## src/rtl/imm_encode.sv

```systemverilog
// Immediate encoder: scatters an XLEN immediate into the I/S/B/J/U instruction
// fields of a base instruction, flags unrepresentable values, and buffers results in a 2-entry FIFO.
package imm_encode_pkg;
  typedef struct packed {
    int XLEN;
    bit A_SUPPORTED;
  } cvw_t;

  localparam cvw_t IMM_ENCODE_DEFAULT_CFG = '{XLEN: 32'sd32, A_SUPPORTED: 1'b1};
endpackage

module imm_encode
  import imm_encode_pkg::*;
#(
  parameter cvw_t P = IMM_ENCODE_DEFAULT_CFG
) (
  input  logic              clk,
  input  logic              reset,
  input  logic              InValid,
  output logic              InReady,
  input  logic [31:7]       InBase,
  input  logic [2:0]        InImmSrc,
  input  logic [P.XLEN-1:0] InImm,
  output logic              OutValid,
  input  logic              OutReady,
  output logic [31:7]       OutInstr,
  output logic              OutErr,
  output logic [7:0]        ErrCount
);

  localparam int XLEN = P.XLEN;

  localparam logic [2:0] FMT_I  = 3'b000;
  localparam logic [2:0] FMT_S  = 3'b001;
  localparam logic [2:0] FMT_B  = 3'b010;
  localparam logic [2:0] FMT_J  = 3'b011;
  localparam logic [2:0] FMT_U  = 3'b100;
  localparam logic [2:0] FMT_SC = 3'b101;

  // True when bits [XLEN-1:lsb] of v are all copies of v[lsb], i.e. v fits a signed field ending at lsb.
  function automatic logic upper_same(input logic [XLEN-1:0] v, input int unsigned lsb);
    logic [XLEN-1:0] shifted;
    shifted = $signed(v) >>> lsb;
    return (shifted == {XLEN{1'b0}}) || (shifted == {XLEN{1'b1}});
  endfunction

  logic [31:7] enc_s;
  logic        legal_s;
  logic [31:7] instr_s;
  logic        err_s;
  logic        push_s;
  logic        pop_s;
  logic [1:0]  count_nxt_s;

  logic [1:0]  count_r;
  logic        in_ready_r;
  logic        out_valid_r;
  logic [31:7] head_instr_r;
  logic        head_err_r;
  logic [31:7] tail_instr_r;
  logic        tail_err_r;
  logic [7:0]  err_count_r;

  // Field scatter and representability check for the selected format.
  always_comb begin
    enc_s   = InBase;
    legal_s = 1'b0;
    case (InImmSrc)
      FMT_I: begin
        enc_s[31:20] = InImm[11:0];
        legal_s      = upper_same(InImm, 32'd11);
      end
      FMT_S: begin
        enc_s[31:25] = InImm[11:5];
        enc_s[11:7]  = InImm[4:0];
        legal_s      = upper_same(InImm, 32'd11);
      end
      FMT_B: begin
        enc_s[31]    = InImm[12];
        enc_s[7]     = InImm[11];
        enc_s[30:25] = InImm[10:5];
        enc_s[11:8]  = InImm[4:1];
        legal_s      = !InImm[0] && upper_same(InImm, 32'd12);
      end
      FMT_J: begin
        enc_s[31]    = InImm[20];
        enc_s[19:12] = InImm[19:12];
        enc_s[20]    = InImm[11];
        enc_s[30:21] = InImm[10:1];
        legal_s      = !InImm[0] && upper_same(InImm, 32'd20);
      end
      FMT_U: begin
        enc_s[31:12] = InImm[31:12];
        legal_s      = (InImm[11:0] == 12'd0) && upper_same(InImm, 32'd31);
      end
      FMT_SC: begin
        legal_s = P.A_SUPPORTED && (InImm == {XLEN{1'b0}});
      end
      default: begin
        legal_s = 1'b0;
      end
    endcase
  end

  // Unrepresentable requests pass the base instruction through untouched.
  always_comb begin
    if (legal_s) begin
      instr_s = enc_s;
      err_s   = 1'b0;
    end else begin
      instr_s = InBase;
      err_s   = 1'b1;
    end
  end

  // Handshakes use only registered ready/valid, so OutReady never reaches InReady combinationally.
  always_comb begin
    push_s = InValid && in_ready_r;
    pop_s  = out_valid_r && OutReady;
    case ({push_s, pop_s})
      2'b10:   count_nxt_s = count_r + 2'd1;
      2'b01:   count_nxt_s = count_r - 2'd1;
      default: count_nxt_s = count_r;
    endcase
  end

  // Occupancy plus the ready/valid flags that are decoded from it one cycle early.
  always_ff @(posedge clk or posedge reset) begin
    if (reset) begin
      count_r     <= 2'd0;
      in_ready_r  <= 1'b1;
      out_valid_r <= 1'b0;
    end else begin
      count_r     <= count_nxt_s;
      in_ready_r  <= (count_nxt_s != 2'd2);
      out_valid_r <= (count_nxt_s != 2'd0);
    end
  end

  // Head/tail storage: head always drives the outputs; tail only holds the second entry.
  always_ff @(posedge clk or posedge reset) begin
    if (reset) begin
      head_instr_r <= 25'd0;
      head_err_r   <= 1'b0;
      tail_instr_r <= 25'd0;
      tail_err_r   <= 1'b0;
    end else begin
      if (push_s && ((count_r == 2'd0) || pop_s)) begin
        head_instr_r <= instr_s;
        head_err_r   <= err_s;
      end else if (pop_s && (count_r == 2'd2)) begin
        head_instr_r <= tail_instr_r;
        head_err_r   <= tail_err_r;
      end else begin
        head_instr_r <= head_instr_r;
        head_err_r   <= head_err_r;
      end
      if (push_s && !pop_s && (count_r == 2'd1)) begin
        tail_instr_r <= instr_s;
        tail_err_r   <= err_s;
      end else begin
        tail_instr_r <= tail_instr_r;
        tail_err_r   <= tail_err_r;
      end
    end
  end

  // Rejected-request counter, counted at acceptance and held at its ceiling.
  always_ff @(posedge clk or posedge reset) begin
    if (reset) begin
      err_count_r <= 8'd0;
    end else if (push_s && err_s && (err_count_r != 8'hFF)) begin
      err_count_r <= err_count_r + 8'd1;
    end else begin
      err_count_r <= err_count_r;
    end
  end

  assign InReady  = in_ready_r;
  assign OutValid = out_valid_r;
  assign OutInstr = head_instr_r;
  assign OutErr   = head_err_r;
  assign ErrCount = err_count_r;

endmodule

```

## config.mk

```make
export PLATFORM = sky130hd
export DESIGN_NAME = imm_encode
export DESIGN_NICKNAME = d
export VERILOG_FILES = /design/src/rtl/imm_encode.sv
export SDC_FILE = /design/constraint.sdc
export NUM_CORES = 1
export LEC_CHECK = 0
export ABC_AREA = 1
export BUFFER_PORTS_ARGS = -buffer_cell sky130_fd_sc_hd__clkbuf_2
export CAP_MARGIN = 10
export CORE_ASPECT_RATIO = 0.6
export CORE_MARGIN = 1.5
export CORE_UTILIZATION = 45
export CTS_CLUSTER_SIZE = 28
export DETAILED_ROUTE_END_ITERATION = 16
export PLACE_DENSITY_LB_ADDON = 0.05
export RECOVER_POWER = 25
export SLEW_MARGIN = 0
export SYNTH_ARGS = -nofsm -noshare
export SYNTH_HDL_FRONTEND = slang
export SYNTH_SLANG_ARGS = --single-unit
```

## constraint.sdc

```tcl
create_clock -name clk -period 2.2 [get_ports clk]
set_input_delay 0.11 -clock clk [delete_from_list [all_inputs] [get_ports clk]]
set_output_delay 0.11 -clock clk [all_outputs]
set_load 0.005 [all_outputs]
```

Word-level counts from Yosys, hierarchy flattened. Index checks and enable logic that the tools add are counted.

Bits in registers: 64. Input port bits: 64. Output and inout bits: 36.

Add/subtract/negate cells: 3. Eq/ne operators: 15. Multiplexer cells: 12. Reductions and logical operators: 30.

Operators by type and width (number): zero test 32 bit (5); == test 32 bit (second input constant) (4); two-way mux 25 bit (3); one-hot mux 7 bit (4 select lines) (1); one-hot mux 5 bit (3 select lines) (1); zero test 12 bit (1); logical AND 1 bit (11); one-hot mux 5 bit (2 select lines) (1); adder 8 x 1 -> 8 bit (second input constant) (1); two-way mux 8 bit (1); inequality test 8 bit (second input constant) (1); == test 3 x 2 -> 1 bit (second input constant) (2); == test 3 bit (second input constant) (2); logical OR 1 bit (5); one-hot mux 1 bit (5 select lines) (1); == test 2 x 1 -> 1 bit (second input constant) (2); == test 2 bit (second input constant) (2); one-hot mux 2 bit (2 select lines) (1); nonzero test 2 bit (2); OR reduction 2 bit (2); == test 3 x 1 -> 1 bit (second input constant) (1); zero test 3 bit (1); two-way mux 1 bit (3); adder 2 x 1 -> 2 bit (second input constant) (1); other kinds (4) (5).

Depth between registers and ports, before layout. Gate-level depths: netlist (run 1).

Word-level depth: 7. Gate-level depth with buffers: 15.

Worst setup path before layout (run 1). OpenSTA, ideal clock, no wires.

Path kind: register -> register. Start: reg in_ready_r, in the netlist InReady. End: reg tail_instr_r[7] (netlist name). Setup time: 0.134 ns. Arrival time: 1.492 ns. Required time: 2.066 ns. Slack: 0.574 ns. Cell stages (with the launch flop): 8. Path buffers: 1. Cells stage by stage: dfstp_2 -> nand2_1 -> inv_1 -> ha_1 -> nand2_1 -> clkinv_1 -> clkbuf_1 -> o21ai_0.

Cells in the longest elaborated chain, start to end: 3.

Ends and longest elaborated chain: start, declared (line 56) `logic in_ready_r;`; start signal, assigned (line 135) `in_ready_r <= (count_nxt_s != 2'd2);`; logical AND 1 bit (line 118) `push_s = InValid && in_ready_r;`; logical AND 1 bit (2 in a row) (line 158) `if (push_s && !pop_s && (count_r == 2'd1)) begin`; end signal, assigned (line 159) `tail_instr_r <= instr_s;`; end signal, assigned (line 162) `tail_instr_r <= tail_instr_r;`; end, declared (line 60) `logic [31:7] tail_instr_r;`.

No other way between the ends. A chain may end at the register's enable or synchronous reset.

Worst setup path after layout (run 1).
Start: reg count_r[0]. End: reg head_instr_r, in the netlist OutInstr[18].

Cells in the longest elaborated chain, start to end: 4. Elaborated cells between the ends (all ways): 7.

Ends and longest elaborated chain: start, declared (line 55) `logic [1:0] count_r;`; start signal, assigned (line 134) `count_r <= count_nxt_s;`; zero test 2 bit (line 148) `if (push_s && ((count_r == 2'd0) || pop_s)) begin`; logical OR 1 bit (line 148); logical AND 1 bit (line 148); two-way mux 25 bit or nonzero test 2 bit (tied branches); end signal, assigned (line 149) `head_instr_r <= instr_s;`; end signal, assigned (line 152) `head_instr_r <= tail_instr_r;`; end signal, assigned (line 155) `head_instr_r <= head_instr_r;`; end, declared (line 58) `logic [31:7] head_instr_r;`.

Several ways; a longest one is shown, not always the timed one.

==> out/metrics.yaml, run 1 <==
outcome:
  outcome: "finished, final reports clean"
floorplan:
  rows: 26
  io_pins: 100
  die_area_mm2: 0.00982
  start_util_pct: 47.6
  die_x_um: 127
  core_mm2: 0.00872
  die_h_um: 77.4
logic_synthesis:
  synth_fp_nets: 667
  ys_ff_latch: 64
  synth_flop_cell: "dfrtp_1"
  avgSynthCellArea_um2: 6.95
  synthMostInstantiatedCell: "nand2_1"
  synth_edf_count: 0
  synth_cells: 597
  synth_warnings: 0
  synthTopCellsByCount: "nand2_1, nand3_1, dfrtp_1"
  synthArstFlopShare_pct: 100
  synth-seq-area-share_pct: 38.6
  ys_top_cells_by_area: "dfrtp_1, nand2_1, nand3_1, inv_1, o21ai_0"
  ys_types: 36
  synth_top_area_share_pct: 38.0
  yosysTopAreaCell: "dfrtp_1"
  netlist_area_mm2: 0.00415
power:
  swShare_pct: 35.9
  p_leak_nw: 2.67
  power.switching_mw: 2.03
  max-vdd-ir-drop_uv: 514
  combPwrFrac_pct: 36.9
  powerDensity_mw_per_mm2: 1110
  seq_power_share_pct: 35.6
  internal-power_mw: 3.64
  p_clk_share_pct: 27.5
final_layout:
  fin_util_pct: 58.5
  areaGrowthSynthToFinish_pct: 22.9
  nets: 768
  n_antenna_cell: 0
  drive_gt1_share_pct: 21.1
flow_run:
  drv_cap: 0
sta:
  layout_setup_ws_ps: 323
  fin_crit_sh_pct: 85.3
  grt_setup_unrepaired: "false"
  min_period_ps: 1880
  finClkSkew_ps: 3.93
  setup_tns_ps: 0
  max_slew_margin_pct: 20.4
  fmax_mhz: 533
  worst_pin_slew_ps: 1190
  hold_viol: 0
  setup_viol: 0
  drv_slew: 0
worst_setup_path:
  crit_fanout: 10
  crit_required_ps: 2470
  end_kind: "flop"
  critPathArrivalTime_ps: 2150
  critPathKind: "reg -> reg"
  startpoint_type: "flop"
clock_tree:
  tritoncts: "done"
  clkSinkCount: 64
  cts.htree.levels: 3
  cts.clk_slew.worst_paths_ps: 50
  cts-buffers-inserted: 9
  cts_setup_buffers: 0
  cts-hold-fix-buffers: 1
  cts_repair_resize_count: 0
  cts_root_buf: "clkbuf_16"
  cts_buffer_depth: 2
  clk_latency_ps: 340
detailed_routing:
  vias: 4346
  drc_errors: 0
  drt-total-wl_mm: 12.4
  antenna_left: 0
  first_iter_violations: 385
  first_pass_iters: 5
  vias_per_cell: 5.34
  routedWlPerCell_um: 15.2
global_route:
  grt_pass1_vias: 3977
  grt_max_degree: 38
  grt_pass1_wl_mm: 20.1
  antenna_found_initial: 0
  grt_usage_pct: 26.5
  grt_overflow: 0
placed_design:
  post-dp-hpwl_mm: 9.35
  place_ws_ps: 235
  place_congestion: 0.918
  portBuffers: 99
hold_path:
  hp-class: "in -> reg"
## power groups by stage
stage / registers [mW] / logic, mW / clock network, mW
global route: 2.09 / 2.41 / 1.64
floorplan: 2.02 / 1.29 / 0
detailed placement: 2.04 / 2.09 / 0
CTS: 2.02 / 2.11 / 1.58
global placement: 2.02 / 2.06 / 0
finish: 2.02 / 2.09 / 1.56
## critical path, cell delays in order, from the launching register on
cell and delay (ps):
dfrtp_1 390, inv_1 80, ha_1 190, o21ai_1 330
nand2_1 120, inv_1 320, buf_4 250, nand2_1 60
nand2_1 70
## cell families (layout without fill, tap and decap cells)
family,after synthesis,after routing,share of synthesized area [%]
DFF,64,64,38.6
buffers and inverters,92,197,9.17
and+or+nand+nor,332,332,34.3
muxes,7,7,1.90
adders and majority gates,6,6,1.81
xor gates and xnor gates,7,7,1.48
AOI/OAI and AO/OA,89,89,12.8
## layout make-up
class | instances | area (um2)
Clock inverter | 3 | 65.1
Timing Repair Buffer | 113 | 609
Fill cell | 877 | 3620
Tap cell | 112 | 140
Inverter | 69 | 259
Sequential cell | 64 | 1600
Multi-Input combinational cell | 441 | 2170
Clock buffer | 12 | 256
## cell usage in the layout (no fill, tap or decap), types with 5 or more instances in the layout
master and n:
buf_4 12, clkbuf_1 5, clkbuf_16 9, clkbuf_2 94
dfrtp_1 63, ha_1 6, inv_1 61, inv_2 6
mux2_2 7, nand2_1 212, nand3_1 69, nand4_1 9
nor2_1 29, nor3_1 5, o2111ai_1 7, o211ai_1 8
o21ai_0 33, o21ai_1 25
## layer usage
metal  vias up  GRT usage, %  share of wire [%]
met3        13          6.34                9.8
met5         -             0                  0
li1       2156             -                  -
met1      1950          41.3                 50
met2       227          36.1                 39
met4         0          6.59               0.99
## metrics by stage
stage / cell area [um2] / cells / hold WS [ps] / power [mW]
2_1_floorplan: 4150 / 597 / 324 / 3.32
3_3_place_gp: 4770 / 798 / 231 / 4.08
3_5_place_dp: 4770 / 798 / 244 / 4.13
4_1_cts: 5100 / 814 / 126 / 5.71
5_1_grt: 5100 / 814 / 161 / 6.14
6_report: 5100 / 814 / 135 / 5.67
## path summary, 6_finish.rpt
| check | startpoint | end | slack (ps) | depth (start not counted) |
|---|---|---|---|---|
| worst max-delay path | count_r[0] | OutInstr[18] | 320 | 8 |
| worst min-delay path | InBase[28] | tail_instr_r[28] | 130 | 5 |
| worst max register to register | count_r[0] | OutInstr[18] | 320 | 8 |
| worst min register to register | OutInstr[22] | OutInstr[22] | 480 | 2 |
| max in group asynchronous | reset | tail_instr_r[19] | 770 | 4 |
| min in group asynchronous | reset | OutInstr[30] | 640 | 3 |
## flip-flops by register name, summed over array words and instances, names as in the netlist
| name | cells |
|---|---|
| OutInstr | 25 |
| tail_instr_r | 25 |
| ErrCount | 8 |
| count_r | 2 |
| InReady | 1 |
| OutErr | 1 |
| OutValid | 1 |
| tail_err_r | 1 |
(Power assumes the default switching activity.)
==> inputs of run 2 (changes only) <==
ABC_AREA = not set   (was 1)
==> run 2 against run 1 <==
  * Cell area decreased by 9.3%
  * Highest routed layer unchanged
  * Non-clock buffer count is 10 higher
  * Register-to-register slack better by 50 ps
  * Sequential power grew 4%
  * Cell count decreased by 24%
  * Largest cell class unchanged
  * Combinational power down 6%
  * Synthesized cell count down 33%
  * Synthesized area is 14% lower
==> out/metrics.yaml, run 2 <==
detailed_routing:
  routedWlPerCell_um: 16.5
  vias: 3487
  antenna_left: 0
  drt-total-wl_mm: 10.2
  drc_errors: 0
  first_iter_violations: 353
  first_pass_iters: 6
  vias_per_cell: 5.62
global_route:
  met2_usage_pct: 36.6
  grt_max_degree: 65
  antenna_found_initial: 0
  grt-busiest-layer: "met1"
  grt_overflow: 0
  grt_use_met1_pct: 37.4
  grt_pass1_vias: 3206
  grt_pass1_wl_mm: 16.6
  grt_usage_pct: 25.0
  use_met3_pct: 6.60
sta:
  setup_viol: 0
  fin_crit_sh_pct: 92.9
  drv_slew: 0
  max_slew_margin_pct: 3.56
  layout_setup_ws_ps: 155
  finClkSkew_ps: 4.18
  worst_pin_slew_ps: 1450
  min_period_ps: 2040
  grt_setup_unrepaired: "false"
  hold_viol: 0
  fmax_mhz: 489
  setup_tns_ps: 0
logic_synthesis:
  synth_warnings: 0
  synth-seq-area-share_pct: 44.7
  ys_types: 49
  synth_fp_nets: 469
  synth_top_area_share_pct: 44.0
  synth_flop_cell: "dfrtp_1"
  synth_edf_count: 0
  avgSynthCellArea_um2: 8.99
  ys_ff_latch: 64
  synthTopCellsByCount: "nand2_1, dfrtp_1, a21oi_1"
  synthMostInstantiatedCell: "nand2_1"
  ys_top_cells_by_area: "dfrtp_1, a21oi_1, nand2_1, mux2i_1, and3_1"
  synthArstFlopShare_pct: 100
  yosysTopAreaCell: "dfrtp_1"
  synth_cells: 399
  netlist_area_mm2: 0.00359
placed_design:
  place_ws_ps: -137
  place_congestion: 0.919
  dpl.cell_count: 603
  portBuffers: 99
  post-dp-hpwl_mm: 7.49
floorplan:
  die_x_um: 118
  rows: 24
  die_h_um: 72.1
  die_area_mm2: 0.00853
  start_util_pct: 48.0
  io_pins: 100
  core_mm2: 0.00748
final_layout:
  final_cells: 620
  fin_util_pct: 61.8
  n_antenna_cell: 0
  final_cell_mix: "clkbuf_2, nand2_1, dfrtp_1"
  nets: 581
  drive_gt1_share_pct: 29.1
  layout_commonest_cell: "clkbuf_2"
  areaGrowthSynthToFinish_pct: 28.9
worst_setup_path:
  critPathKind: "in -> reg"
  critPathArrivalTime_ps: 2250
  cp_num_cells: 9
  path_delay_family: "compound AO/OA/AOI/OAI gates"
  r2r_start: "ErrCount[0]"
  slowest_stage: "a221oi_1"
  path_buf_inv: 2
  worstPathCellList: "clkbuf_2 > nand4_1 > nor3_1 > and2_1 > a22o_1 > o21ai_1 > a221oi_1 > buf_4 > a21oi_1"
  max_stage_delay_ps: 510
  end_kind: "flop"
  startpoint_type: "primary input"
  endpoint: "OutInstr[24]"
  crit_required_ps: 2400
  rr_worst_depth: 7
  r2r_setup_slack_ps: 370
  cp-startpoint: "InImm[31]"
  r2r-end: "ErrCount[7]"
  crit_fanout: 4
clock_tree:
  cts-buffers-inserted: 9
  cts_root_buf: "clkbuf_16"
  tritoncts: "done"
  cts.htree.levels: 3
  cts.clk_slew.worst_paths_ps: 50
  cts_buffer_depth: 2
  cts_setup_buffers: 0
  clk_latency_ps: 330
  clkSinkCount: 64
power:
  powerDensity_mw_per_mm2: 1180
  power.switching_mw: 1.89
  power.total_mw: 5.44
  combPwrFrac_pct: 36.0
  internal-power_mw: 3.55
  p_leak_nw: 2.18
  swShare_pct: 34.8
  max-vdd-ir-drop_uv: 744
  p_clk_share_pct: 25.4
  seq_power_share_pct: 38.7
outcome:
  outcome: "finished, final reports clean"
flow_run:
  drv_cap: 0
hold_path:
  hp-class: "in -> reg"
## run 2: cell type report
type / count / area (um2)
clock buffers: 10 / 229
clock inverters: 6 / 58.8
fillers: 668 / 2860
inverters: 7 / 26.3
multi-input cells: 306 / 1870
flip-flops and latches: 64 / 1600
well taps: 104 / 130
repair buffers: 123 / 701
## run 2: layer usage
| layer | vias up | part of all wire (%) |
|---|---|---|
| met5 | - | 0 |
| met1 | 1673 | 47 |
| met4 | 0 | 0.88 |
| met3 | 10 | 8.6 |
| li1 | 1671 | - |
| met2 | 133 | 44 |
## run 2: worst min-delay path by stage
stage               start                to  slack [ps]  depth (start not counted)
6_report       InBase[20]  tail_instr_r[20]          90                          3
5_1_grt        InBase[20]      OutInstr[20]         100                          3
4_1_cts        InBase[20]  tail_instr_r[20]          80                          3
3_5_place_dp        reset      OutInstr[13]         190                          3
3_3_place_gp        reset      OutInstr[13]         200                          3
2_1_floorplan  InBase[20]      OutInstr[20]         300                          2
## run 2: what timing repair did
item	CTS	global route
setup endpoints to repair	0	2
hold buffers	1	0
resized for setup	0	1
endpoints found under the hold margin	63	0
## run 2: logic make-up after synthesis
kind of cell / Yosys count / share of synthesized area, %
adder cells (fa/ha/maj): 6 / 2.09
multiplexers: 23 / 6.49
buffers and inverters: 29 / 3.21
AO/OA/AOI/OAI: 91 / 17.4
XOR/XNOR: 8 / 1.95
AND/OR/NAND/NOR: 178 / 24.2
flip-flops: 64 / 44.7
## run 2: per-stage QoR
stage / cell area, um2 / hold slack, ps
2_1_floorplan: 3590 / 304
3_3_place_gp: 4330 / 197
3_5_place_dp: 4330 / 194
4_1_cts: 4630 / 77.1
5_1_grt: 4620 / 99.2
6_report: 4620 / 85.1
## run 2: worst reg2reg max path: stages (launching register included)
cell and delay [ps]:
dfrtp_1 420, ha_1 270, nand3_1 100, nor2_1 40, nor2_1 140, nand3_1 290, nor3_1 320, xor2_1 170
## run 2: power groups by stage
stage                     registers (mW)  logic (mW)  clock network, mW
final                               2.10        1.96               1.38
after floorplan                     2.09        1.19                  0
after global routing                2.19        2.23               1.46
after CTS                           2.10        1.98               1.42
after detailed placement            2.13        1.96                  0
after global placement              2.10        1.93                  0
